**src/rtl/hyperfabric_pkg.sv**
```systemverilog
// Shared hyperfabric definitions: descriptor bit positions and event encoding.
package hyperfabric_pkg;

  // Descriptor bit 63: 1 while the transaction is live, 0 once it has ended.
  localparam int ACTIVE_BIT_DEF = 63;

  // Descriptor bit 61: ownership strobe a writer must match to update an entry.
  localparam int STROBE_BIT_DEF = 61;

  // Event type carried in the MSB of every event word.
  typedef enum logic {
    EVT_CPL = 1'b0,
    EVT_IRQ = 1'b1
  } evt_type_e;

  // A scheduler write owns the entry only if its strobe matches the stored one.
  function automatic logic strobe_match(input logic stored_bit, input logic req_bit);
    return stored_bit == req_bit;
  endfunction

endpackage

```
**src/rtl/hyper_evt_fifo.sv**
```systemverilog
// Event FIFO with two prioritised push ports (a before b) and one pop port.
// The head is presented first-word-fall-through from registered state.
module hyper_evt_fifo #(
  parameter int WIDTH = 4,
  parameter int LOG2  = 2
) (
  input  logic             clk,
  input  logic             rst_n,
  input  logic             push_a,
  input  logic [WIDTH-1:0] data_a,
  input  logic             push_b,
  input  logic [WIDTH-1:0] data_b,
  input  logic             pop,
  input  logic             clr,
  output logic             valid,
  output logic [WIDTH-1:0] head,
  output logic             overflow
);

  localparam int DEPTH = 1 << LOG2;

  logic [LOG2:0]    wr_ptr;
  logic [LOG2:0]    rd_ptr;
  logic [WIDTH-1:0] slots [DEPTH];

  logic [LOG2:0]    used;
  logic [LOG2+1:0]  free_cnt;
  logic [LOG2:0]    wr_ptr_b;
  logic             empty;
  logic             full;
  logic             pop_ok;
  logic             acc_a;
  logic             acc_b;

  // Occupancy and push acceptance; a pop in the same cycle frees a slot for the pushes.
  always_comb begin
    used     = wr_ptr - rd_ptr;
    empty    = (wr_ptr == rd_ptr);
    full     = (wr_ptr[LOG2] != rd_ptr[LOG2]) &&
               (wr_ptr[LOG2-1:0] == rd_ptr[LOG2-1:0]);
    pop_ok   = pop && !empty;
    free_cnt = (LOG2+2)'(DEPTH) - {1'b0, used} + {{(LOG2+1){1'b0}}, pop_ok};
    acc_a    = push_a && (!full || pop_ok);
    acc_b    = push_b && (free_cnt > {{(LOG2+1){1'b0}}, acc_a});
    wr_ptr_b = wr_ptr + {{LOG2{1'b0}}, acc_a};
  end

  assign valid = !empty;
  assign head  = slots[rd_ptr[LOG2-1:0]];

  // Slot writes, pointer advance and sticky overflow (a dropped push beats clear).
  always_ff @(posedge clk or negedge rst_n) begin
    if (!rst_n) begin
      wr_ptr   <= '0;
      rd_ptr   <= '0;
      overflow <= 1'b0;
      for (int i = 0; i < DEPTH; i++) begin
        slots[i] <= '0;
      end
    end else begin
      if (acc_a) begin
        slots[wr_ptr[LOG2-1:0]] <= data_a;
      end
      if (acc_b) begin
        slots[wr_ptr_b[LOG2-1:0]] <= data_b;
      end
      wr_ptr <= wr_ptr + {{LOG2{1'b0}}, acc_a} + {{LOG2{1'b0}}, acc_b};
      if (pop_ok) begin
        rd_ptr <= rd_ptr + (LOG2+1)'(1);
      end
      if ((push_a && !acc_a) || (push_b && !acc_b)) begin
        overflow <= 1'b1;
      end else if (clr) begin
        overflow <= 1'b0;
      end
    end
  end

endmodule

```
**src/rtl/hyper_desc_mem.sv**
```systemverilog
// Descriptor table shared by the scheduler and the host.
// Scheduler writes are strobe-qualified and raise completion events when a
// descriptor goes inactive; interrupts are queued in the same event FIFO.
module hyper_desc_mem
  import hyperfabric_pkg::*;
#(
  parameter int ADDR_W     = 3,
  parameter int DATA_W     = 64,
  parameter int STROBE_BIT = STROBE_BIT_DEF,
  parameter int ACTIVE_BIT = ACTIVE_BIT_DEF,
  parameter int EVT_LOG2   = 2
) (
  input  logic              CLK,
  input  logic              RST,
  input  logic              READ_MEM,
  input  logic [ADDR_W-1:0] MEM_R_ADDR,
  output logic [DATA_W-1:0] MEM_R_DATA,
  input  logic              WRITE_MEM,
  input  logic [ADDR_W-1:0] MEM_W_ADDR,
  input  logic [DATA_W-1:0] MEM_W_DATA,
  input  logic              IRQ,
  input  logic [2:0]        IRQ_DESC,
  input  logic              HOST_WE,
  input  logic [ADDR_W-1:0] HOST_ADDR,
  input  logic [DATA_W-1:0] HOST_WDATA,
  input  logic              HOST_RE,
  output logic [DATA_W-1:0] HOST_RDATA,
  output logic              HOST_RVALID,
  output logic              HOST_CONFLICT,
  input  logic              EVT_POP,
  output logic              EVT_VALID,
  output logic [ADDR_W:0]   EVT_DATA,
  output logic              EVT_OVERFLOW,
  input  logic              EVT_CLR
);

  localparam int DEPTH = 1 << ADDR_W;

  logic [DATA_W-1:0] mem [DEPTH];

  logic              rd_vld_p0;
  logic [ADDR_W-1:0] rd_addr_p0;

  logic              wr_vld_p0;
  logic [ADDR_W-1:0] wr_addr_p0;
  logic [DATA_W-1:0] wr_data_p0;

  logic              hw_vld_p0;
  logic [ADDR_W-1:0] hw_addr_p0;
  logic [DATA_W-1:0] hw_data_p0;

  logic              sched_commit;
  logic              host_commit;
  logic              host_drop;
  logic              cpl_push;
  logic [ADDR_W:0]   cpl_word;
  logic [ADDR_W:0]   irq_word;

  // Stage p0: capture scheduler read, scheduler write and host write requests.
  always_ff @(posedge CLK or negedge RST) begin
    if (!RST) begin
      rd_vld_p0  <= 1'b0;
      rd_addr_p0 <= '0;
      wr_vld_p0  <= 1'b0;
      wr_addr_p0 <= '0;
      wr_data_p0 <= '0;
      hw_vld_p0  <= 1'b0;
      hw_addr_p0 <= '0;
      hw_data_p0 <= '0;
    end else begin
      rd_vld_p0 <= READ_MEM;
      if (READ_MEM) begin
        rd_addr_p0 <= MEM_R_ADDR;
      end
      wr_vld_p0 <= WRITE_MEM;
      if (WRITE_MEM) begin
        wr_addr_p0 <= MEM_W_ADDR;
        wr_data_p0 <= MEM_W_DATA;
      end
      hw_vld_p0 <= HOST_WE;
      if (HOST_WE) begin
        hw_addr_p0 <= HOST_ADDR;
        hw_data_p0 <= HOST_WDATA;
      end
    end
  end

  // Commit decode: strobe ownership check, host/scheduler collision, event words.
  always_comb begin
    sched_commit = wr_vld_p0 &&
                   strobe_match(mem[wr_addr_p0][STROBE_BIT], wr_data_p0[STROBE_BIT]);
    host_drop    = hw_vld_p0 && sched_commit && (hw_addr_p0 == wr_addr_p0);
    host_commit  = hw_vld_p0 && !host_drop;
    cpl_push     = sched_commit && !wr_data_p0[ACTIVE_BIT];
    cpl_word     = {EVT_CPL, wr_addr_p0};
    irq_word     = {EVT_IRQ, ADDR_W'(IRQ_DESC)};
  end

  // Descriptor table; the scheduler and host may commit to different entries together.
  always_ff @(posedge CLK or negedge RST) begin
    if (!RST) begin
      for (int i = 0; i < DEPTH; i++) begin
        mem[i] <= '0;
      end
    end else begin
      if (host_commit) begin
        mem[hw_addr_p0] <= hw_data_p0;
      end
      if (sched_commit) begin
        mem[wr_addr_p0] <= wr_data_p0;
      end
    end
  end

  // Stage p1: scheduler read data, sampled before any same-edge commit lands.
  always_ff @(posedge CLK or negedge RST) begin
    if (!RST) begin
      MEM_R_DATA <= '0;
    end else if (rd_vld_p0) begin
      MEM_R_DATA <= mem[rd_addr_p0];
    end
  end

  // Host read port: one-cycle latency with a single-cycle valid pulse.
  always_ff @(posedge CLK or negedge RST) begin
    if (!RST) begin
      HOST_RDATA  <= '0;
      HOST_RVALID <= 1'b0;
    end else begin
      HOST_RVALID <= HOST_RE;
      if (HOST_RE) begin
        HOST_RDATA <= mem[HOST_ADDR];
      end
    end
  end

  // Flag a host write that lost its entry to a scheduler commit.
  always_ff @(posedge CLK or negedge RST) begin
    if (!RST) begin
      HOST_CONFLICT <= 1'b0;
    end else begin
      HOST_CONFLICT <= host_drop;
    end
  end

  hyper_evt_fifo #(
    .WIDTH (ADDR_W + 1),
    .LOG2  (EVT_LOG2)
  ) u_evt_fifo (
    .clk      (CLK),
    .rst_n    (RST),
    .push_a   (cpl_push),
    .data_a   (cpl_word),
    .push_b   (IRQ),
    .data_b   (irq_word),
    .pop      (EVT_POP),
    .clr      (EVT_CLR),
    .valid    (EVT_VALID),
    .head     (EVT_DATA),
    .overflow (EVT_OVERFLOW)
  );

endmodule
```
**config.mk**
```make
export PLATFORM = sky130hd
export DESIGN_NAME = hyper_desc_mem
export DESIGN_NICKNAME = d
export VERILOG_FILES = /design/src/rtl/hyperfabric_pkg.sv /design/src/rtl/hyper_evt_fifo.sv /design/src/rtl/hyper_desc_mem.sv
export SDC_FILE = /design/constraint.sdc
export NUM_CORES = 2
export LEC_CHECK = 0
export CAP_MARGIN = 15
export CORE_ASPECT_RATIO = 1.5
export CORE_UTILIZATION = 49
export CTS_CLUSTER_SIZE = 10
export DETAILED_ROUTE_END_ITERATION = 16
export GPL_TIMING_DRIVEN = 0
export PLACE_DENSITY_LB_ADDON = 0.05
export SLEW_MARGIN = 20
export SYNTH_ARGS = -nofsm -noshare
export SYNTH_HDL_FRONTEND = slang
export SYNTH_SLANG_ARGS = --single-unit
```
**constraint.sdc**
```tcl
create_clock -name CLK -period 4.6 [get_ports CLK]
set_input_delay 0.92 -clock CLK [delete_from_list [all_inputs] [get_ports CLK]]
set_output_delay 0.92 -clock CLK [all_outputs]
set_load 0.02 [all_outputs]
```
==> impl_results.md <==
- Status: completed
- # resized after CTS: 0
- Final min period: 3.673 ns
- Vias per std cell: 7.000
- Power Total: 28.81 mW
- Register bit total from synthesis: 805
- Reg2Reg Depth: 15
- Most used cell, CP: ha_1
- Peak VDD IR: 0.0003667 V
- DRC: 0
- RePlAce Congestion: 0.9442
- H-Tree Depth: 3
- PortBufs: 282
- Critical Path End Type: register
- Final worst-path setup slack: 0.9269 ns
- Crit-path cells: inv_1, ha_1, nand2_1, nor3_1, nor2_1, ha_1, nor2_1, nor2_1, o21ai_0, and2_1, clkbuf_1, ha_1, ha_1, xnor2_1, xnor2_1
- Slowest stage delay, CP: 0.64 ns
- Clock sink count: 805
- Setup Fix Bufs, Post-CTS: 0
- Least-Margin Pin Slew: 1.204 ns
- Crit path launch: u_evt_fifo.rd_ptr[1]$_DFFE_PN0P_
- Yosys warnings: 0
- Avg Synthesized Cell Area: 12.49 um^2
- CTS Hold Bufs: 0
- Max clock buf depth: 3
- Die X: 239.3 um
- Root Driver: clkbuf_16
- P&R area growth vs syn: 16.99%
- Vias post-DR: 33,870
- Gr ovfl total: 0
- Design area: 48,410 um^2
- Fin cells: 4,838
- Most common cell after layout, fill and taps aside: dfrtp_1
- Total negative slack: 0 ns
- Final setup viols: 0
- Antenna viol nets, final: 0
- Crit start category: register
- Final HPWL DP: 107.8 mm
- Period utilization: 0.7985
- Die area: 85,650 um^2
- Detailed Routing Iterations Pass 1: 7
- Num rows: 130
- Rel. slew slack: 0.1974
- Number of antenna violations at the first check in global routing: 5
- Global-route usage over all layers: 0.3674
- First-pass GRT wire length: 230.9 mm
- Chip height: 357.9 um
- # nets final: 3,861
- CP delay by family, top: simple AND/OR/NAND/NOR gates
- Layout cells sized above 1: 0.1756
- FILL cells: 6,889
- Placed Cells: 4,731
- Worst path required time: 5.18 ns
- WL final: 155.9 mm
- Initial Utilization: 0.4940
- Clk_skew: 0.02837 ns
- Crit-path max FO: 7
- Crit path buf inv count: 2
- Reg2Reg Setup Slack: 0.93 ns
- Sequential share of the synthesized area: 0.4868
- WL per Instance: 32.23 um
- Largest net degree at the start of global routing: 101
- Worst R2R Start: u_evt_fifo.rd_ptr[1]$_DFFE_PN0P_
- Final Max Tran Viols: 0
- TritonCTS buffer count: 91
- P_leak: 20.84 nW
- Initial DRC Count: 3,997
- CTS tree: done
- Critical path's slowest cell: nor3_1
- Mapped Area: 41,380 um^2
- Crit Path Category: reg -> reg
- PD cells: 595.1 nW/um^2
- RSZ-0062 raised after global routing: false
- Worst r2r dst: u_evt_fifo.wr_ptr[2]$_DFF_PN0_
- Hold crit path type: in -> async
- Post-Synthesis Cells: 3,313
- Pre-CTS setup slack: 0.3837 ns
- Synth Net Count: 3,472
- Fin. Hold Viols: 0
- Commonest non-fill, non-tap cells in the layout: dfrtp_1 (805), a221o_1 (441), nor2_1 (395), clkdlybuf4s50_1 (281), mux4_2 (260)
- DP Area: 45,960 um^2
- Crit path arrival time: 4.25 ns
- Core ar.: 83,770 um^2
- Number of library cell types mapped by synthesis: 54
- Vias in the first global route: 35,470
- Clock Latency Late Sink: 0.68 ns
- F_max: 272.3 MHz
- Max Cap Viol: 0
- CTS clk-pin slew, worst paths: 0.06 ns
- Boundary pin count: 285
==> power by group <==
group	switching [mW]	internal, mW
sequential	2.27	9.81
combinational	4.58	5.60
clock	2.94	3.60
total	9.79	19.0
==> cells by family (layout without fill, tap and decap cells) <==
logic type | after synthesis | count (layout) | synth area share
AO/OA/AOI/OAI | 724 | 724 | 0.1531
XOR/XNOR | 15 | 15 | 0.003507
adder cells (fa/ha/maj) | 10 | 10 | 0.003205
buffers and inverters | 394 | 795 | 0.04178
flip-flops | 805 | 805 | 0.4868
multiplexers | 555 | 555 | 0.2178
other | 0 | 2 | 0
AND/OR/NAND/NOR | 810 | 810 | 0.09379
==> layer usage <==
| metal | GRT usage | part of all wire | wire [um] |
|---|---|---|---|
| met1 | 0.4387 | 0.35 | 55050 |
| met2 | 0.6035 | 0.49 | 76260 |
| met3 | 0.08190 | 0.091 | 14220 |
| met4 | 0.2305 | 0.067 | 10380 |
| met5 | 0 | 0.00017 | 27 |
==> layout make-up <==
cell class / instances / area, um^2 / area share
flip-flops and latches: 805 / 20140 / 0.4161
repair buffers: 296 / 3152 / 0.06510
clock inverters: 6 / 67.56 / 0.001396
inverters: 11 / 41.29 / 0.0008528
clock buffers: 99 / 2370 / 0.04895
plain buffers: 383 / 1703 / 0.03517
diodes: 2 / 5.005 / 0.0001034
well taps: 1122 / 1404 / 0.02900
multi-input cells: 2114 / 19530 / 0.4033
==> Yosys cell counts (all sizes together) <==
library cell / n / area (um^2)
dfrtp: 805 / 20140
a221o: 441 / 4414
nor2: 396 / 1489
mux4: 260 / 5856
clkbuf: 229 / 859.6
and3: 193 / 1207
mux2: 162 / 1824
buf: 154 / 828.3
mux2i: 133 / 1335
a21oi: 132 / 660.6
nand2: 96 / 362.8
nor2b: 71 / 444.2
a21o: 63 / 473.0
a22o: 63 / 551.8
nand4: 15 / 118.9
inv: 11 / 41.29
xnor2: 10 / 87.58
ha: 9 / 112.6
o21ai: 9 / 45.04
nand3: 8 / 40.04
and2: 5 / 31.28
nand2b: 5 / 31.28
or3: 4 / 25.02
xor2: 4 / 35.03
a211o: 3 / 26.28
a41oi: 3 / 26.28
nand4b: 3 / 26.28
nor3: 3 / 15.01
nor4: 3 / 25.02
a21boi: 2 / 15.01
and4: 2 / 17.52
nand3b: 2 / 15.01
o41ai: 2 / 32.53
a22oi: 1 / 21.27
a2bb2oi: 1 / 26.28
fa: 1 / 20.02
nor3b: 1 / 7.510
nor4b: 1 / 8.760
nor4bb: 1 / 10.01
o221ai: 1 / 8.760
o31ai: 1 / 7.510
o32ai: 1 / 16.27
o41a: 1 / 11.26
or2: 1 / 6.260
xnor3: 1 / 22.52
==> how the worst max path moves through the flow <==
stage	to	cells past startpoint	slack [ns]
after detailed placement	wr_data_p0[62]$_DFFE_PN0P_	5	0.38
after floorplan	u_evt_fifo.wr_ptr[2]$_DFF_PN0_	12	1.59
final	u_evt_fifo.wr_ptr[2]$_DFF_PN0_	15	0.93
after CTS	u_evt_fifo.wr_ptr[2]$_DFF_PN0_	15	0.95
after global placement	hw_data_p0[48]$_DFFE_PN0P_	1	-32.68
after global routing	u_evt_fifo.wr_ptr[2]$_DFF_PN0_	15	0.71
==> flip-flops by register name, indices dropped and copies added, names as in the netlist <==
signal,cells
mem,512
HOST_RDATA,64
MEM_R_DATA,64
hw_data_p0,64
wr_data_p0,64
u_evt_fifo.slots,16
hw_addr_p0,3
rd_addr_p0,3
u_evt_fifo.rd_ptr,3
u_evt_fifo.wr_ptr,3
wr_addr_p0,3
HOST_CONFLICT,1
HOST_RVALID,1
hw_vld_p0,1
rd_vld_p0,1
u_evt_fifo.overflow,1
wr_vld_p0,1
==> through the flow <==
stage | utilization | hold slack [ns]
global placement | 0.5445 | 0.4561
finish | 0.5780 | 0.2608
detailed placement | 0.5487 | 0.4663
floorplan | - | 0.4416
CTS | 0.5778 | 0.2982
global route | 0.5780 | 0.3270
(Power assumes the default switching activity.)
